### src/rtl/mem_burst_master.sv
// mem_burst_master: turns one (addr, len, dir) command into a burst of
// mem_mod accesses, bridged to valid/ready write and read streams.
module mem_burst_master #(
  parameter int DATA_WIDTH = 8,
  parameter int MAX_ADDR = 4,
  localparam int ADDRSIZE = $clog2(MAX_ADDR)
) (
  input  logic                  clk,
  input  logic                  rst_n,
  input  logic                  cmd_valid,
  output logic                  cmd_ready,
  input  logic                  cmd_write,
  input  logic [ADDRSIZE-1:0]   cmd_addr,
  input  logic [ADDRSIZE:0]     cmd_len,
  input  logic                  wdata_valid,
  output logic                  wdata_ready,
  input  logic [DATA_WIDTH-1:0] wdata,
  output logic                  rdata_valid,
  input  logic                  rdata_ready,
  output logic [DATA_WIDTH-1:0] rdata,
  output logic                  busy,
  output logic                  done,
  output logic                  mem_rd_en,
  output logic [ADDRSIZE-1:0]   mem_rd_addr,
  output logic                  mem_wr_en,
  output logic [ADDRSIZE-1:0]   mem_wr_addr,
  output logic [DATA_WIDTH-1:0] mem_wr_data,
  input  logic [DATA_WIDTH-1:0] mem_rd_data
);

  typedef enum logic [2:0] {
    S_IDLE,
    S_WRITE,
    S_READ,
    S_DRAIN,
    S_DONE
  } state_t;

  localparam logic [ADDRSIZE-1:0] LAST_ADDR = ADDRSIZE'(MAX_ADDR - 1);
  localparam logic [ADDRSIZE:0]   LEN_MAX   = (ADDRSIZE+1)'(MAX_ADDR);

  state_t state, state_nxt;

  logic [ADDRSIZE-1:0]   addr;
  logic [ADDRSIZE-1:0]   addr_inc;
  logic [ADDRSIZE:0]     remain;
  logic [ADDRSIZE:0]     len_clamped;
  logic                  last_word;
  logic                  cmd_hs;
  logic                  wr_hs;
  logic                  rd_issue;
  logic                  rd_pend;

  logic [DATA_WIDTH-1:0] fifo [2];
  logic                  wr_ptr;
  logic                  rd_ptr;
  logic [1:0]            fifo_cnt;
  logic                  fifo_empty;
  logic                  pop;
  logic                  bypass;
  logic                  push;
  logic                  fifo_pop;
  logic [2:0]            outstanding_nxt;

  assign addr_inc    = (addr == LAST_ADDR) ? '0 : addr + ADDRSIZE'(1);
  assign len_clamped = (cmd_len > LEN_MAX) ? LEN_MAX : cmd_len;
  assign last_word   = remain == (ADDRSIZE+1)'(1);

  // Returning data bypasses an empty FIFO so reads stream at 1 word/cycle.
  assign fifo_empty  = fifo_cnt == 2'd0;
  assign rdata_valid = !fifo_empty || rd_pend;
  assign rdata       = fifo_empty ? mem_rd_data : fifo[rd_ptr];
  assign pop         = rdata_valid && rdata_ready;
  assign bypass      = fifo_empty && rd_pend && rdata_ready;
  assign push        = rd_pend && !bypass;
  assign fifo_pop    = !fifo_empty && rdata_ready;

  // Words still owed to the stream after this edge, before any new issue.
  assign outstanding_nxt = 3'(fifo_cnt) + 3'(mem_rd_en)
                         + 3'(rd_pend) - 3'(pop);

  always_ff @(posedge clk or negedge rst_n) begin
    if (!rst_n) begin
      state <= S_IDLE;
    end else begin
      state <= state_nxt;
    end
  end

  always_comb begin
    state_nxt   = state;
    cmd_ready   = 1'b0;
    wdata_ready = 1'b0;
    done        = 1'b0;
    busy        = 1'b1;
    cmd_hs      = 1'b0;
    wr_hs       = 1'b0;
    rd_issue    = 1'b0;
    unique case (state)
      S_IDLE: begin
        cmd_ready = 1'b1;
        busy      = 1'b0;
        cmd_hs    = cmd_valid;
        if (cmd_valid) begin
          if (len_clamped == '0) begin
            state_nxt = S_DONE;
          end else if (cmd_write) begin
            state_nxt = S_WRITE;
          end else begin
            state_nxt = S_READ;
          end
        end
      end
      S_WRITE: begin
        wdata_ready = 1'b1;
        wr_hs       = wdata_valid;
        if (wdata_valid && last_word) begin
          state_nxt = S_DONE;
        end
      end
      S_READ: begin
        rd_issue = outstanding_nxt < 3'd2;
        if (rd_issue && last_word) begin
          state_nxt = S_DRAIN;
        end
      end
      S_DRAIN: begin
        if (outstanding_nxt == 3'd0) begin
          state_nxt = S_DONE;
        end
      end
      S_DONE: begin
        done      = 1'b1;
        state_nxt = S_IDLE;
      end
      default: begin
        state_nxt = S_IDLE;
      end
    endcase
  end

  always_ff @(posedge clk or negedge rst_n) begin
    if (!rst_n) begin
      addr   <= '0;
      remain <= '0;
    end else if (cmd_hs) begin
      addr   <= cmd_addr;
      remain <= len_clamped;
    end else if (wr_hs || rd_issue) begin
      addr   <= addr_inc;
      remain <= remain - (ADDRSIZE+1)'(1);
    end
  end

  always_ff @(posedge clk or negedge rst_n) begin
    if (!rst_n) begin
      mem_wr_en   <= 1'b0;
      mem_wr_addr <= '0;
      mem_wr_data <= '0;
      mem_rd_en   <= 1'b0;
      mem_rd_addr <= '0;
      rd_pend     <= 1'b0;
    end else begin
      mem_wr_en <= wr_hs;
      mem_rd_en <= rd_issue;
      rd_pend   <= mem_rd_en;
      if (wr_hs) begin
        mem_wr_addr <= addr;
        mem_wr_data <= wdata;
      end
      if (rd_issue) begin
        mem_rd_addr <= addr;
      end
    end
  end

  always_ff @(posedge clk or negedge rst_n) begin
    if (!rst_n) begin
      fifo[0]  <= '0;
      fifo[1]  <= '0;
      wr_ptr   <= 1'b0;
      rd_ptr   <= 1'b0;
      fifo_cnt <= 2'd0;
    end else begin
      if (push) begin
        fifo[wr_ptr] <= mem_rd_data;
        wr_ptr       <= ~wr_ptr;
      end
      if (fifo_pop) begin
        rd_ptr <= ~rd_ptr;
      end
      fifo_cnt <= fifo_cnt + 2'(push) - 2'(fifo_pop);
    end
  end

endmodule

### config.mk
export PLATFORM = sky130hd
export DESIGN_NAME = mem_burst_master
export DESIGN_NICKNAME = d
export VERILOG_FILES = /design/src/rtl/mem_burst_master.sv
export SDC_FILE = /design/constraint.sdc
export NUM_CORES = 1
export LEC_CHECK = 0
export ABC_CLOCK_PERIOD_IN_PS = 3100
export CORE_MARGIN = 2
export CORE_UTILIZATION = 46
export CTS_BUF_LIST = sky130_fd_sc_hd__clkbuf_8
export CTS_CLUSTER_DIAMETER = 80
export DETAILED_ROUTE_END_ITERATION = 16
export HOLD_SLACK_MARGIN = 0.05
export PLACE_DENSITY = 0.8
export SLEW_MARGIN = 10
export SYNTH_ARGS = -nofsm -noshare
export SYNTH_HDL_FRONTEND = slang
export SYNTH_SLANG_ARGS = --single-unit
### constraint.sdc
create_clock -name clk -period 3.1 [get_ports clk]
set_input_delay 0.62 -clock clk [delete_from_list [all_inputs] [get_ports clk]]
set_output_delay 0.62 -clock clk [all_outputs]
set_load 0.005 [all_outputs]
==> impl_metrics.env, run 1 <==
export IMPL_outcome="complete, no violations"
export IMPL_path_clk_slew_ps=80
export IMPL_core_um2=4690
export IMPL_gr_total_overflow=0
export IMPL_ios=54
export IMPL_stdcell_area_um2=2920
export IMPL_htreeDepth=2
export IMPL_port_buffers=53
export IMPL_muxShareOfSynthArea=0.205
export IMPL_hold_buffers=0
export IMPL_first_iter_violations=45
export IMPL_die_w_um=73.6
export IMPL_synth_flop_cell="dfrtp_1"
export IMPL_ant_nets=0
export IMPL_clkSinkCount=43
export IMPL_yosys_top_cells_count="43 x dfrtp_1, 21 x mux2_2, 12 x a21oi_1, 11 x inv_1, 11 x nor2_1"
export IMPL_synth_top_area_share=0.483
export IMPL_antenna_cells=0
export IMPL_synth_cells=179
export IMPL_synth_top_family_by_area="multiplexers"
export IMPL_dieArea_um2=5420
export IMPL_cp_max_fo=4
export IMPL_start_util=0.475
export IMPL_gp_congestion=0.714
export IMPL_n_fill_cell=392
export IMPL_clockRootBuffer="clkbuf_8"
export IMPL_synth_seq_area_share=0.483
export IMPL_min_period_over_period=0.966
export IMPL_synth_seq_cells=43
export IMPL_vias_per_cell=5.20
export IMPL_fin_crit_ps=3000
export IMPL_cts_made_buffers=5
export IMPL_cts_tree="built"
export IMPL_critPathMaxStageDelay_ps=460
export IMPL_final_hold_violation_count=0
export IMPL_critPathBufInv=1
export IMPL_synthTopCellsByArea="dfrtp_1 48%, mux2_2 11%, mux2_4 5.4%"
export IMPL_critPathSlowestCell="fa_2"
export IMPL_synth_compound_area_frac=0.0769
export IMPL_grt_pass1_wl_mm=7.01
export IMPL_dpl_hpwl_mm=3.07
export IMPL_async_flop_share=1.00
export IMPL_slew_headroom=0.361
export IMPL_grt_pass1_vias=1550
export IMPL_hp_class="reg -> reg"
export IMPL_power_leakage_nw=1.29
export IMPL_p_total_mw=3.07
export IMPL_worstPathRequired_ps=3300
export IMPL_clock_latency_ps=290
export IMPL_worstSetupStartpointType="flop"
export IMPL_cp_end_kind="flop"
export IMPL_arrival_ps=3200
export IMPL_drc=0
export IMPL_crit_top_cell="fa_2"
export IMPL_synth_simple_gate_area_share=0.112
export IMPL_dr_pass1_iters=3
export IMPL_path_class="reg -> reg"
export IMPL_setup_violations=0
export IMPL_yosys_warnings=0
export IMPL_clk_path_buf_depth=2
export IMPL_max_freq_mhz=334
export IMPL_worst_pin_slew_ps=958
export IMPL_synthXorXnorAreaFrac=0.0236
export IMPL_crit_chain="or3_4, and2_4, ha_4, inv_2, fa_2, fa_2, nor4b_4, a21oi_2, or3_1, a31oi_1"
export IMPL_synth_avg_cell_area_um2=12.5
export IMPL_met1_length_mm=1.91
export IMPL_track_usage=0.170
export IMPL_place_area_um2=2800
export IMPL_met2_length_mm=2.14
export IMPL_dr_total_vias=1508
export IMPL_critPathTopFamily="simple AND/OR/NAND/NOR gates"
export IMPL_drive_gt1_frac=0.242
export IMPL_postLayoutCoreUtil=0.622
export IMPL_syn_nets=214
export IMPL_yosysUniqueCellTypes=42
export IMPL_synthAdderAreaFrac=0.0516
export IMPL_rsz0062_at_grt="true"
export IMPL_synth_most_common_cell="dfrtp_1"
export IMPL_synth_area_leader_cell="dfrtp_1"
export IMPL_netlist_area_um2=2230
export IMPL_synth_edf_count=0
export IMPL_grt_max_degree=44
export IMPL_worst_clock_skew_ps=8.50
export IMPL_highest_layer="met4"
export IMPL_die_h_um=73.6
export IMPL_nets=271
export IMPL_ir_drop_mv=0.544
export IMPL_power_density_nw_per_um2=1050
export IMPL_wl_per_cell_um=14.6
export IMPL_synthToLayoutAreaGrowth_pct=30.9
export IMPL_wl_met3_um=152
export IMPL_cap_violations=0
export IMPL_drv_slew=0
export IMPL_antenna_found_initial=0
export IMPL_routed_wl_mm=4.23
export IMPL_rows=25
==> layout by cell type (no fill, tap or decap), types with 2 or more instances in the layout <==
master           Yosys  routed
clkdlybuf4s50_1      0      52
dfrtp_1             43      43
mux2_2              21      21
nor2_1              11      11
a21oi_1             12      11
inv_1               11      10
mux2i_1             10      10
mux2_4               8       8
clkbuf_8             0       6
buf_4                2       6
ha_1                 6       5
xnor2_1              4       4
nand2_1              4       4
nor2b_1              3       3
or3_1                3       2
nand2b_1             2       2
xor2_1               2       2
nor3b_1              2       2
a31oi_1              2       2
nor3_1               2       2
a21oi_2              1       2
nand3_1              2       2
fa_2                 0       2
==> timing repair <==
action	in CTS	in global routing
setup buffers	0	0
resized for setup	1	6
cloned	0	0
hold endpoints to repair	0	0
pin swaps	0	2
setup endpoints to repair	1	3
==> registers in the layout, indices dropped and copies added, names as in the netlist, 2 cells and up <==
register     count
mem_rd_addr      2
addr             2
remain           3
fifo_cnt         2
state            3
mem_wr_addr      2
mem_wr_data      8
fifo            16
==> metal layers <==
layer | vias to the layer above | track usage
li1 | 738 | -
met1 | 739 | 0.213
met2 | 27 | 0.282
met3 | 4 | 0.0549
met4 | 0 | 0.0485
met5 | - | 0
==> final cells by class <==
| cell class | count | area (um^2) | share of cell area |
|---|---|---|---|
| clock inverters | 1 | 5.00 | 0.00172 |
| multi-input cells | 116 | 1070 | 0.368 |
| well taps | 54 | 67.6 | 0.0232 |
| flip-flops and latches | 43 | 1080 | 0.369 |
| inverters | 11 | 41.3 | 0.0142 |
| clock buffers | 6 | 82.6 | 0.0283 |
| repair buffers | 59 | 571 | 0.196 |
==> through the flow <==
step | TNS (ps) | hold WS (ps) | instances | setup WS, ps
2_1_floorplan | -40.1 | 324 | 179 | -40.1
6_report | 0 | 448 | 290 | 105
4_1_cts | 0 | 457 | 290 | 50.7
3_5_place_dp | -1510 | 445 | 283 | -291
5_1_grt | -14.6 | 470 | 290 | -14.6
3_3_place_gp | -1170 | 436 | 283 | -207
==> where the power goes <==
group          total, mW  leakage, nW  switching [mW]  internal [mW]
sequential          1.06        0.521           0.223          0.835
combinational       1.66        0.721           0.643           1.02
clock              0.355       0.0470           0.180          0.175
==> kinds of logic after synthesis <==
family / after synthesis
compound gates: 23
xor+xnor: 6
fa+ha+maj: 8
buf+inv: 20
flops: 43
mux: 39
simple gates: 40
==> path summary, 6_finish.rpt <==
path / endpoint / depth (start not counted) / from / slack (ps)
setup / recovery: addr[0]$_DFFE_PN0P_ / 10 / fifo_cnt[1]$_DFF_PN0_ / 100
hold / removal: rd_pend$_DFF_PN0_ / 0 / mem_rd_en$_DFF_PN0_ / 450
setup reg to reg: addr[0]$_DFFE_PN0P_ / 10 / fifo_cnt[1]$_DFF_PN0_ / 100
hold reg to reg: rd_pend$_DFF_PN0_ / 0 / mem_rd_en$_DFF_PN0_ / 450
max in group asynchronous: fifo[8]$_DFFE_PN0P_ / 1 / rst_n / 2020
min in group asynchronous: mem_wr_data[2]$_DFFE_PN0P_ / 1 / rst_n / 480
No activity file was read; power rests on OpenSTA's default activity.
==> run 2, diff against run 1 <==
CAP_MARGIN = 0   (was unset)
GPL_TIMING_DRIVEN = 0   (was unset)
SKIP_CTS_REPAIR_TIMING = 1   (was unset)
==> impl_metrics.env, run 2 (synthesized netlist as in run 1, its figures left out) <==
export IMPL_postLayoutCoreUtil=0.645
export IMPL_ir_drop_mv=0.506
export IMPL_ant_nets=0
export IMPL_cts_tree="built"
export IMPL_power_density_nw_per_um2=1060
export IMPL_clockRootBuffer="clkbuf_8"
export IMPL_swShare=0.338
export IMPL_rows=25
export IMPL_min_period_over_period=1.05
export IMPL_crit_chain="buf_6, or3_4, and2_4, ha_4, inv_2, fa_2, fa_2, nor4b_4, a21oi_4, or3_1, a31oi_1"
export IMPL_crit_top_cell="fa_2"
export IMPL_dr_pass1_iters=4
export IMPL_clk_path_buf_depth=2
export IMPL_ff2ff_path_depth=11
export IMPL_drv_slew=0
export IMPL_clock_latency_ps=290
export IMPL_regMostFlops="fifo"
export IMPL_r2r_end="addr[0]$_DFFE_PN0P_"
export IMPL_tns_ps=-433
export IMPL_slew_headroom=0.544
export IMPL_cp_end_kind="flop"
export IMPL_vias_per_cell=5.17
export IMPL_worst_pin_slew_ps=683
export IMPL_port_buffers=53
export IMPL_dpl_hpwl_mm=3.03
export IMPL_synthToLayoutAreaGrowth_pct=35.6
export IMPL_path_clk_slew_ps=80
export IMPL_fin_crit_ps=3240
export IMPL_stdcell_area_um2=3020
export IMPL_cts_made_buffers=5
export IMPL_nets=282
export IMPL_antenna_cells=0
export IMPL_violations="setup timing"
export IMPL_htreeDepth=2
export IMPL_grt_pass1_vias=1526
export IMPL_top_regs="fifo (16), mem_wr_data (8)"
export IMPL_arrival_ps=3450
export IMPL_clkSinkCount=43
export IMPL_dr_total_vias=1561
export IMPL_drive_gt1_frac=0.274
export IMPL_die_h_um=73.6
export IMPL_power_frac_clock=0.105
export IMPL_first_iter_violations=44
export IMPL_ios=54
export IMPL_seqPwrFrac=0.308
export IMPL_power_switching_mw=1.09
export IMPL_setup_violations=6
export IMPL_critPathMaxStageDelay_ps=490
export IMPL_die_w_um=73.6
export IMPL_worstPathRequired_ps=3310
export IMPL_final_hold_violation_count=0
export IMPL_cap_violations=0
export IMPL_critPathSlowestCell="fa_2"
export IMPL_dieArea_um2=5420
export IMPL_path_class="reg -> reg"
export IMPL_gp_congestion=0.727
export IMPL_outcome="finished, violations left"
export IMPL_drc=0
export IMPL_grt_pass1_wl_mm=7.13
export IMPL_p_comb_frac=0.587
export IMPL_track_usage=0.171
export IMPL_final_cell_mix="52 x clkdlybuf4s50_1, 42 x dfrtp_1, 21 x mux2_2"
export IMPL_worst_clock_skew_ps=6.20
export IMPL_r2r_slack_ps=-140
export IMPL_largest_reg_flops=16
export IMPL_gr_total_overflow=0
export IMPL_final_common_cell="clkdlybuf4s50_1"
export IMPL_p_int_mw=2.13
export IMPL_core_um2=4690
export IMPL_crit_path_start="fifo_cnt[1]$_DFF_PN0_"
export IMPL_rsz0062_at_grt="true"
export IMPL_start_util=0.475
export IMPL_place_area_um2=2850
export IMPL_antenna_found_initial=0
export IMPL_max_freq_mhz=308
export IMPL_routed_wl_mm=4.14
export IMPL_power_leakage_nw=1.35
export IMPL_wl_per_cell_um=13.7
export IMPL_cp_max_fo=6
export IMPL_grt_max_degree=25
export IMPL_layout_setup_ws_ps=-144
export IMPL_r2r_start="fifo_cnt[1]$_DFF_PN0_"
export IMPL_worstSetupStartpointType="flop"
export IMPL_hp_class="in -> async"
-- run 2: power by group through the flow --
stage | Sequential, mW | Combinational (mW) | Clock (mW)
3_3_place_gp | 0.995 | 1.65 | 0
4_1_cts | 0.998 | 1.70 | 0.344
6_report | 0.992 | 1.89 | 0.336
2_1_floorplan | 0.982 | 1.08 | 0
5_1_grt | 1.03 | 2.10 | 0.371
3_5_place_dp | 1.01 | 1.69 | 0
-- run 2: per-stage QoR --
step	instances	total power, mW	hold slack [ps]	setup slack, ps
finish	302	3.22	284	-144
detailed placement	287	2.70	441	-331
global route	302	3.50	301	-272
global placement	286	2.65	436	-320
CTS	295	3.04	294	-167
floorplan	179	2.06	324	-40.1
-- run 2: worst max path at each step --
stage / end / slack, ps / depth (start not counted)
detailed placement: addr[0]$_DFFE_PN0P_ / -330 / 10
CTS: addr[0]$_DFFE_PN0P_ / -170 / 11
finish: addr[0]$_DFFE_PN0P_ / -140 / 11
global placement: addr[0]$_DFFE_PN0P_ / -320 / 10
global route: addr[0]$_DFFE_PN0P_ / -270 / 11
floorplan: addr[0]$_DFFE_PN0P_ / -40 / 11
-- run 2: final cells by class --
cell class                 instances  area (um^2)
buffer                             9         66.3
clock buffer                       5         68.8
clock inverter                     3         12.5
fill                             363         1670
inverter                          11         41.3
multi-input combinational        116         1080
sequential                        43         1080
tap                               54         67.6
timing repair buffer              61          606
-- run 2: routing by layer --
layer / global-route usage / vias to the layer above / wire, um
li1: - / 762 / -
met1: 0.236 / 766 / 1910
met2: 0.268 / 29 / 2020
met3: 0.0439 / 4 / 158
met4: 0.0485 / 0 / 45
met5: 0 / - / 0
-- run 2: worst max-delay path, delay by kind of cell, from the launching register on --
family                   cells  cell delay, ps
AO/OA/AOI/OAI                2             280
buffers and inverters        2             140
flip-flops                   1             380
adder cells (fa/ha/maj)      3            1120
AND/OR/NAND/NOR              4            1230
